File: src/rtl/cdb_arbiter_pkg.sv
// Shared types and helpers for the common data bus arbiter.
package cdb_arbiter_pkg;

  localparam int unsigned NUM_CDB_SRC = 3;

  typedef enum logic [1:0] {
    SRC_ALU = 2'd0,
    SRC_B   = 2'd1,
    SRC_MEM = 2'd2
  } cdb_src_e;

  typedef struct packed {
    logic [6:0]  preg;
    logic [31:0] data;
    logic [4:0]  rob;
  } cdb_entry;

  // Distance of a tag from the ROB head; larger means younger.
  function automatic logic [4:0] rob_age(input logic [4:0] tag, input logic [4:0] head);
    return tag - head;
  endfunction

  function automatic logic rob_younger(input logic [4:0] tag, input logic [4:0] ref_tag,
                                       input logic [4:0] head);
    return rob_age(tag, head) > rob_age(ref_tag, head);
  endfunction

endpackage

File: src/rtl/cdb_src_queue.sv
// Per-source in-order result queue with push, head pop and age-based squash.
module cdb_src_queue
  import cdb_arbiter_pkg::*;
#(
  parameter int unsigned DEPTH = 2
) (
  input  logic       clk,
  input  logic       reset,
  input  logic       i_push,
  input  cdb_entry   i_entry,
  input  logic       i_pop,
  input  logic       i_flush,
  input  logic [4:0] i_flush_tag,
  input  logic [4:0] i_rob_head,
  output logic       o_ready,
  output logic       o_head_valid,
  output cdb_entry   o_head
);

  localparam int unsigned CW = $clog2(DEPTH + 1);

  cdb_entry         r_mem [DEPTH];
  logic [CW-1:0]    r_count;
  cdb_entry         w_mem_nxt [DEPTH];
  logic [CW-1:0]    w_count_nxt;

  assign o_ready      = (r_count < CW'(DEPTH));
  assign o_head_valid = (r_count != '0);
  assign o_head       = r_mem[0];

  // Rebuild the queue: drop popped head and squashed entries, compact, then append the push.
  always_comb begin
    w_count_nxt = '0;
    for (int i = 0; i < int'(DEPTH); i++) begin
      w_mem_nxt[i] = r_mem[i];
    end
    for (int i = 0; i < int'(DEPTH); i++) begin
      if ((CW'(i) < r_count) && !((i == 0) && i_pop) &&
          !(i_flush && rob_younger(r_mem[i].rob, i_flush_tag, i_rob_head))) begin
        w_mem_nxt[w_count_nxt] = r_mem[i];
        w_count_nxt            = w_count_nxt + CW'(1);
      end
    end
    // A younger push during a flush is accepted on the handshake but discarded.
    if (i_push && o_ready && !(i_flush && rob_younger(i_entry.rob, i_flush_tag, i_rob_head))) begin
      w_mem_nxt[w_count_nxt] = i_entry;
      w_count_nxt            = w_count_nxt + CW'(1);
    end
  end

  // Queue storage and occupancy.
  always_ff @(posedge clk or negedge reset) begin
    if (!reset) begin
      r_count <= '0;
      for (int i = 0; i < int'(DEPTH); i++) begin
        r_mem[i] <= '0;
      end
    end else begin
      r_count <= w_count_nxt;
      for (int i = 0; i < int'(DEPTH); i++) begin
        r_mem[i] <= w_mem_nxt[i];
      end
    end
  end

endmodule

File: src/rtl/cdb_arbiter.sv
// Round-robin arbiter driving one result per cycle from three source queues onto the CDB.
module cdb_arbiter
  import cdb_arbiter_pkg::*;
#(
  parameter int unsigned DEPTH = 2
) (
  input  logic        clk,
  input  logic        reset,
  input  logic [2:0]  src_valid,
  output logic [2:0]  src_ready,
  input  logic [20:0] src_preg,
  input  logic [95:0] src_data,
  input  logic [14:0] src_rob,
  input  logic        mispredict,
  input  logic [4:0]  mispredict_tag,
  input  logic [4:0]  rob_head,
  output logic        cdb_valid,
  output logic [6:0]  cdb_preg,
  output logic [31:0] cdb_data,
  output logic [4:0]  cdb_rob,
  output logic [1:0]  cdb_src
);

  cdb_entry   w_in_entry [NUM_CDB_SRC];
  cdb_entry   w_head     [NUM_CDB_SRC];
  logic [2:0] w_head_valid;
  logic [2:0] w_elig;
  logic [2:0] w_pop;
  logic       w_any;
  logic [1:0] w_gidx;
  logic [1:0] r_rr_ptr;

  for (genvar g = 0; g < int'(NUM_CDB_SRC); g++) begin : g_src
    assign w_in_entry[g] = {src_preg[7*g +: 7], src_data[32*g +: 32], src_rob[5*g +: 5]};
    // Heads younger than a flushing branch must not reach the bus.
    assign w_elig[g] = w_head_valid[g] &&
                       !(mispredict && rob_younger(w_head[g].rob, mispredict_tag, rob_head));
    assign w_pop[g]  = w_any && (w_gidx == 2'(g));

    cdb_src_queue #(
      .DEPTH(DEPTH)
    ) u_queue (
      .clk         (clk),
      .reset       (reset),
      .i_push      (src_valid[g]),
      .i_entry     (w_in_entry[g]),
      .i_pop       (w_pop[g]),
      .i_flush     (mispredict),
      .i_flush_tag (mispredict_tag),
      .i_rob_head  (rob_head),
      .o_ready     (src_ready[g]),
      .o_head_valid(w_head_valid[g]),
      .o_head      (w_head[g])
    );
  end

  // Pick the first eligible head starting from the round-robin pointer.
  always_comb begin
    int unsigned idx;
    idx    = 0;
    w_any  = 1'b0;
    w_gidx = 2'd0;
    for (int unsigned k = 0; k < NUM_CDB_SRC; k++) begin
      idx = (int'(r_rr_ptr) + k) % NUM_CDB_SRC;
      if (!w_any && w_elig[idx]) begin
        w_any  = 1'b1;
        w_gidx = 2'(idx);
      end
    end
  end

  // Broadcast the granted head, or all zeros when nothing is granted.
  always_comb begin
    cdb_valid = w_any;
    cdb_src   = w_any ? w_gidx : 2'd0;
    cdb_preg  = w_any ? w_head[w_gidx].preg : 7'd0;
    cdb_data  = w_any ? w_head[w_gidx].data : 32'd0;
    cdb_rob   = w_any ? w_head[w_gidx].rob  : 5'd0;
  end

  // Advance priority past the winner; hold when idle.
  always_ff @(posedge clk or negedge reset) begin
    if (!reset) begin
      r_rr_ptr <= SRC_ALU;
    end else if (w_any) begin
      r_rr_ptr <= (w_gidx == SRC_MEM) ? SRC_ALU : w_gidx + 2'd1;
    end
  end

endmodule

File: config.mk
export PLATFORM = sky130hd
export DESIGN_NAME = cdb_arbiter
export DESIGN_NICKNAME = d
export VERILOG_FILES = /design/src/rtl/cdb_arbiter_pkg.sv /design/src/rtl/cdb_src_queue.sv /design/src/rtl/cdb_arbiter.sv
export SDC_FILE = /design/constraint.sdc
export NUM_CORES = 1
export LEC_CHECK = 0
export CORE_ASPECT_RATIO = 1.75
export CORE_MARGIN = 2
export CORE_UTILIZATION = 35
export DETAILED_ROUTE_END_ITERATION = 12
export DONT_BUFFER_PORTS = 1
export PLACE_DENSITY = 0.59
export SYNTH_ARGS = -nofsm -noshare
export SYNTH_HDL_FRONTEND = slang
export SYNTH_HIERARCHICAL = 1
export SYNTH_SLANG_ARGS = --single-unit
File: constraint.sdc
create_clock -name clk -period 13.1 [get_ports clk]
set_input_delay 0.655 -clock clk [delete_from_list [all_inputs] [get_ports clk]]
set_output_delay 0.655 -clock clk [all_outputs]
set_load 0.05 [all_outputs]
**Word level (Yosys, flattened, before mapping)**

Cells that the tools add are included.

- Add/subtract/negate cells: 19
- Div/mod/pow operators: 3
- Magnitude comparators: 34
- Eq/ne operators: 2
- Mux-type cells: 53
- Bitwise operators: 7
- Reduce and logical (&&, ||, !) cells: 56

Operators by type and width:

| cell | count |
|---|---|
| 88-bit bitwise mux | 6 |
| 88-bit 2-to-1 mux | 6 |
| 44-bit 2-to-1 mux | 8 |
| 44-bit demux with 1-bit select | 6 |
| 32-bit by 3-bit < comparator with 1-bit output, second input constant | 3 |
| 44-bit binary-select mux with 2-bit select | 1 |
| 32-bit by 2-bit modulo with 32-bit output, second input constant | 2 |
| 5-bit subtractor | 10 |
| 5-bit greater-than comparator | 9 |
| 1-bit logical AND | 38 |
| 2-bit by 2-bit modulo with 32-bit output, second input constant | 1 |
| 32-bit 2-to-1 mux | 1 |
| 2-bit 2-to-1 mux | 11 |
| 2-bit inverter with 3-bit output | 7 |
| 3-bit by 2-bit greater-or-equal comparator with 1-bit output, second input constant | 6 |
| 3-bit by 1-bit < comparator with 1-bit output, second input constant | 6 |
| 2-bit by 1-bit adder with 2-bit output, second input constant | 7 |
| 1-bit zero test | 14 |
| 1-bit by 2-bit < comparator with 1-bit output, first input constant | 6 |
| 1-bit 2-to-1 mux | 9 |
| 7-bit 2-to-1 mux | 1 |
| 1-bit binary-select mux with 2-bit select | 3 |
| 2-bit < comparator, second input constant | 3 |
| 2-bit nonzero test | 3 |
| other kinds (7) | 7 |

- Flip-flop bits (word level): 272
- Input port bits: 148
- Output and inout port bits: 50

**Logic depth before layout (Yosys ltp)**

- Word-level depth: 29
- Mapped depth: 31
- Depth with buffers taken out: 26

**By module**

The synthesis kept the hierarchy.

By module, submodules not included:

| module | times used | cells each | area an instance (um^2) | seq. area each (um^2) |
|---|---|---|---|---|
| cdb_src_queue | 3 | 562 | 5632.9 | 2252.2 |
| cdb_arbiter | 1 | 293 | 2488.6 | 50.0 |

**Least setup slack after synthesis**

OpenSTA, ideal clock, no wires.

- Path kind: input port to flip-flop
- From: in mispredict_tag[0]
- To: reg g_src[0].u_queue/r_mem[10] (netlist bit)
- Arrival time: 5.614 ns
- Path slack: 7.361 ns
- Stages on the path: 26
- Cells stage by stage: inv_1 -> ha_1 -> inv_1 -> fa_1 -> a21o_1 -> a21oi_1 -> xnor2_1 -> ha_1 -> nand4b_1 -> nor3_1 -> a21oi_1 -> and4_1 -> o21a_2 -> and2b_2 -> a21oi_2 -> a21oi_4 -> buf_4 -> nand2b_1 -> or3_1 -> o221ai_1 -> clkbuf_1 -> ha_1 -> and2_1 -> buf_6 -> buf_6 -> mux2_4

- Cells in the longest elaborated chain, start to end: 29
- Elaborated cells on any way between the ends: 61

RTL lines:

| what | line | source |
|---|---|---|
| start: declaration | cdb_arbiter.sv:15 | `input logic [4:0] mispredict_tag,` |
| 5-bit subtractor * | cdb_arbiter_pkg.sv:20 | `return tag - head;` |
| 5-bit greater-than comparator | cdb_arbiter_pkg.sv:25 | `return rob_age(tag, head) > rob_age(ref_tag, head);` |
| 1-bit logical AND | cdb_arbiter.sv:37 | `!(mispredict && rob_younger(w_head[g].rob, mispredict_tag, rob_head));` |
| 1-bit zero test | cdb_arbiter.sv:37 |  |
| 1-bit logical AND | cdb_arbiter.sv:36 | `assign w_elig[g] = w_head_valid[g] &&` |
| 1-bit binary-select mux with 2-bit select | cdb_arbiter.sv:65 | `if (!w_any && w_elig[idx]) begin` |
| 1-bit 2-to-1 mux (implied by the code) | cdb_arbiter.sv:65 |  |
| 1-bit 2-to-1 mux | cdb_arbiter.sv:65 |  |
| (+8 left out) | - |  |
| via w_pop[0] | cdb_arbiter.sv:28 | `logic [2:0] w_pop;` |
| (+5 left out) | - |  |
| 2-bit 2-to-1 mux (tied with other cells) | cdb_src_queue.sv:38 | `if ((CW'(i) < r_count) && !((i == 0) && i_pop) &&` |
| 2-bit inverter with 3-bit output (implied by the code) or 1-bit logical AND (tied branches) | cdb_src_queue.sv:46, cdb_src_queue.sv:40 |  |
| 3-bit by 2-bit greater-or-equal comparator with 1-bit output (implied by the code) (tied with other cells) | cdb_src_queue.sv:46 | `w_mem_nxt[w_count_nxt] = i_entry;` |
| 1-bit logical AND (implied by the code) or 44-bit demux with 1-bit select (tied branches) | cdb_src_queue.sv:46, cdb_src_queue.sv:40 |  |
| 44-bit 2-to-1 mux (implied by the code) or 88-bit bitwise mux (tied branches) | cdb_src_queue.sv:46, cdb_src_queue.sv:40 |  |
| 44-bit demux with 1-bit select or 88-bit 2-to-1 mux (tied branches) | cdb_src_queue.sv:46, cdb_src_queue.sv:38 |  |
| 88-bit bitwise mux | cdb_src_queue.sv:46 |  |
| 88-bit 2-to-1 mux * | cdb_src_queue.sv:45 | `if (i_push && o_ready && !(i_flush && rob_younger(i_entry.rob, i_flush_tag, i_rob_head))) begin` |
| end signal: indexed assignment | cdb_src_queue.sv:61 | `r_mem[i] <= w_mem_nxt[i];` |
| end: declaration | cdb_src_queue.sv:22 | `cdb_entry r_mem [DEPTH];` |

The timed path passes the listed nets; every way through them passes the cells marked *. The select of a mux whose other input is x is not followed.
A chain may end at the register's enable or synchronous reset.

**Worst setup path in the final report**

- From: reg g_src[2].u_queue.r_mem (netlist bit g_src[2].u_queue/o_head[0])
- To: reg g_src[0].u_queue/r_mem[22] (netlist bit)

- Cells in the longest elaborated chain, start to end: 29
- Elaborated cells on any way between the ends: 45

RTL lines:

| what | line |
|---|---|
| start: declaration | cdb_src_queue.sv:22 |
| start signal: indexed assignment | cdb_src_queue.sv:61 |
| 5-bit subtractor * | cdb_arbiter_pkg.sv:20 |
| 5-bit greater-than comparator * | cdb_arbiter_pkg.sv:25 |
| 1-bit logical AND * | cdb_arbiter.sv:37 |
| 1-bit zero test * | cdb_arbiter.sv:37 |
| 1-bit logical AND * | cdb_arbiter.sv:36 |
| 1-bit binary-select mux with 2-bit select | cdb_arbiter.sv:65 |
| 1-bit 2-to-1 mux (implied by the code) | cdb_arbiter.sv:65 |
| 1-bit 2-to-1 mux | cdb_arbiter.sv:65 |
| (+13 left out) | - |
| 2-bit 2-to-1 mux (tied with other cells) | cdb_src_queue.sv:38 |
| 2-bit inverter with 3-bit output (implied by the code) or 1-bit logical AND (tied branches) | cdb_src_queue.sv:46, cdb_src_queue.sv:40 |
| 3-bit by 2-bit greater-or-equal comparator with 1-bit output (implied by the code) (tied with other cells) | cdb_src_queue.sv:46 |
| 1-bit logical AND (implied by the code) or 44-bit demux with 1-bit select (tied branches) | cdb_src_queue.sv:46, cdb_src_queue.sv:40 |
| 44-bit 2-to-1 mux (implied by the code) or 88-bit bitwise mux (tied branches) | cdb_src_queue.sv:46, cdb_src_queue.sv:40 |
| 44-bit demux with 1-bit select or 88-bit 2-to-1 mux (tied branches) | cdb_src_queue.sv:46, cdb_src_queue.sv:38 |
| 88-bit bitwise mux | cdb_src_queue.sv:46 |
| 88-bit 2-to-1 mux * | cdb_src_queue.sv:45 |

Every way passes the cells marked *; elsewhere a longest branch is shown, timed or not. The select of a mux whose other input is x is not followed.

==> flow_metrics.py <==
metrics = {
    "run_status": {
        "outcome": "finished with violations",
        "violations": "negative hold slack",
    },
    "synth": {
        "syn_nets": 2257,
        "yosys_warnings": 6,
        "ys_dominant_reg_cell": "dfrtp_1",
        "netlist_instances": 1979,
        "synth.cell_area_um2": 19400,
        "synthAdderAreaFrac_pct": 9.22,
        "synth_area_per_cell_um2": 9.80,
        "synth_compound_area_share_pct": 22.8,
        "synth_edf_count": 0,
        "synth_cell_types": 76,
        "synthMuxAreaShare_pct": 9.91,
        "ys_seq_area_share_pct": 35.1,
        "synth_top_family_by_area": "compound AO/OA/AOI/OAI gates",
        "synth_xor_area_share_pct": 3.15,
        "synth-simple-area-share_pct": 7.16,
        "ys_ff_latch": 272,
        "async_flop_share_pct": 100,
    },
    "finish": {
        "fillers": 5456,
        "drive_above_1_share_pct": 15.9,
        "final_cells": 2503,
        "design_area_um2": 19900,
        "nets": 2056,
        "final_common_cell": "dfrtp_1",
        "area_growth_syn_to_layout_pct": 2.70,
        "final_cell_mix": "dfrtp_1 (272), inv_1 (201), nor2_1 (165), a21oi_1 (160), o31a_1 (132)",
    },
    "min_path": {
        "hold_class": "primary input to async pin",
    },
    "global_routing": {
        "grt_max_degree": 273,
        "grt_pass1_vias": 13800,
        "grtUsageTotal_pct": 18.4,
        "grt_pass1_wl_um": 82300,
        "grt_antenna_before_repair": 2,
        "grt-ovfl-total": 0,
    },
    "detailed_routing": {
        "vias_per_cell": 5.39,
        "detail-route-antenna-nets": 0,
        "routedWlPerCell_um": 21.3,
        "drc": 0,
        "drt_iter0_markers": 867,
        "routed_wl_um": 53400,
        "dr.pass1.iters": 5,
        "vias": 13500,
    },
    "cts": {
        "post_cts_buffers": 0,
        "cts_tree": "built",
        "post_cts_resized": 0,
        "numCtsBuffers": 31,
        "clock-sinks": 272,
        "cts_root_buf": "clkbuf_16",
        "cts_buffer_depth": 3,
        "clock_latency_ps": 580,
        "clk_pin_slew_ps": 70,
        "htree_levels": 1,
    },
    "die": {
        "die_y_um": 315,
        "core_area_um2": 55100,
        "die_area_um2": 57400,
        "pin_count": 198,
        "rows": 114,
        "floorplan.initialDensity_pct": 35.2,
        "die_x_um": 182,
    },
    "sta": {
        "final-hold-violation-count": 4,
        "worst_pin_slew_ps": 1150,
        "rsz0062_at_grt": "no",
        "slew_headroom_pct": 23.2,
        "fin_hold_ws_ps": -5.36,
        "finalSetupViolCount": 0,
        "fin_crit_sh_pct": 51.7,
        "finClkSkew_ps": 21.5,
        "fin_tns_setup_ps": 0,
        "drv_slew": 0,
        "period_minus_slack_ps": 6770,
        "max_freq_mhz": 148,
    },
    "critical_path": {
        "cp-end-kind": "register",
        "worstPathRequired_ps": 13560,
        "r2r_start": "g_src[2].u_queue/o_head[0]$_DFF_PN0_",
        "critPathLaunchType": "register",
        "r2r_slack_ps": 6330,
        "rr_endpoint": "g_src[0].u_queue/r_mem[22]$_DFFE_PN0P_",
        "crit_fanout": 90,
        "criticalPathCategory": "register to register",
        "reg2reg_depth": 25,
        "cp.arrival_ps": 7230,
        "cp-startpoint": "g_src[2].u_queue/o_head[0]$_DFF_PN0_",
    },
    "placement": {
        "dp.cells": 2439,
        "gp_congestion": 0.876,
        "post_dp_cell_area_um2": 18800,
        "place_hpwl_um": 36900,
        "portBuffers": 0,
    },
    "job": {
        "drv_cap": 0,
    },
}
## flip-flops by register name (all words and copies together) (netlist names)
| name | cells |
|---|---|
| g_src.u_queue/r_count | 6 |
| g_src.u_queue/o_head | 132 |
| g_src.u_queue/r_mem | 132 |
| r_rr_ptr | 2 |
## stage by stage
step | setup WS [ps] | utilization, %
CTS | 6300 | 36.1
global route | 5880 | 36.2
finish | 6330 | 36.2
global placement | 6160 | 34.1
detailed placement | 6020 | 34.1
floorplan | 7360 | -
## synthesized netlist by cell type (6+ instances only)
cell,n,area (µm²)
xor2_1,23,201
ha_1,114,1430
nand3_1,29,145
xnor2_1,43,377
buf_2,13,65.1
nand2_1,16,60.1
buf_4,134,1010
a21o_1,62,465
buf_6,16,180
a22oi_2,23,288
nor2_1,165,619
mux2_2,15,169
o21ai_1,36,180
and2_1,7,43.8
o21ai_0,117,586
a22o_1,23,201
dfrtp_1,272,6810
a21oi_2,23,201
o31a_1,132,1160
nand4_1,6,37.5
mux2_4,114,1710
o2111ai_1,6,52.6
clkbuf_1,74,278
a211oi_1,7,52.6
or3_1,12,75.1
fa_1,16,320
inv_1,201,754
nand2b_1,15,93.8
a21oi_1,160,801
and3b_1,12,105
## repair_timing
action | 4_1_cts | 5_1_grt
endpoints found under the setup margin | 0 | 0
hold buffers | 1 | 0
endpoints found under the hold margin | 272 | 0
## cells by family (layout without fill, tap and decap cells)
logic type | count (synthesis) | after routing
multiplexers | 133 | 133
adder cells (fa/ha/maj) | 134 | 134
AO/OA/AOI/OAI | 633 | 633
flip-flops | 272 | 272
AND/OR/NAND/NOR | 286 | 286
XOR/XNOR | 68 | 68
buffers and inverters | 453 | 277
other | 0 | 4
## how the worst max path moves through the flow
stage | end | slack (ps) | cells after the start
after detailed placement | g_src[0].u_queue/r_mem[22]$_DFFE_PN0P_ | 6020 | 22
after global placement | g_src[0].u_queue/r_mem[21]$_DFFE_PN0P_ | 6160 | 24
after floorplan | g_src[0].u_queue/r_mem[10]$_DFFE_PN0P_ | 7360 | 26
after global routing | g_src[0].u_queue/r_mem[22]$_DFFE_PN0P_ | 5880 | 25
final | g_src[0].u_queue/r_mem[22]$_DFFE_PN0P_ | 6330 | 25
after CTS | g_src[0].u_queue/r_mem[22]$_DFFE_PN0P_ | 6300 | 25
## worst max-delay path: stages (launching register included)
cell and delay [ps]:
dfrtp_1 430, inv_1 120, ha_1 200, inv_1 60, fa_1 400, a21oi_1 170, nor2_1 60, nor2_1 120
xnor2_1 110, ha_1 340, nand4b_1 150, a311oi_1 270, mux2i_1 110, and4_1 170, o21a_2 230, and2b_2 260
a21oi_2 80, a21oi_4 740, nand2b_1 290, nor2_1 60, o311ai_1 110, o221ai_4 150, buf_4 380, ha_1 430
and2_4 720, mux2_2 420
## per-layer routing
layer	part of all wire [%]	global-route usage, %	routed length, µm
met5	0	0	0
met4	5.4	9.04	2870
met3	6.8	4.53	3630
met2	46	29.9	24500
met1	42	22.8	22400
## final cells by class
class,count,area (µm²),area share (%)
inverters,206,783,3.93
clock buffers,38,852,4.28
repair buffers,13,138,0.691
diodes,4,10.0,0.0503
multi-input cells,1254,10200,51.3
flip-flops and latches,272,6810,34.2
clock inverters,20,228,1.14
well taps,696,871,4.37
Power is not shown: default switching activity piles up to over one toggle a cycle in this logic, so the estimate is an artifact.
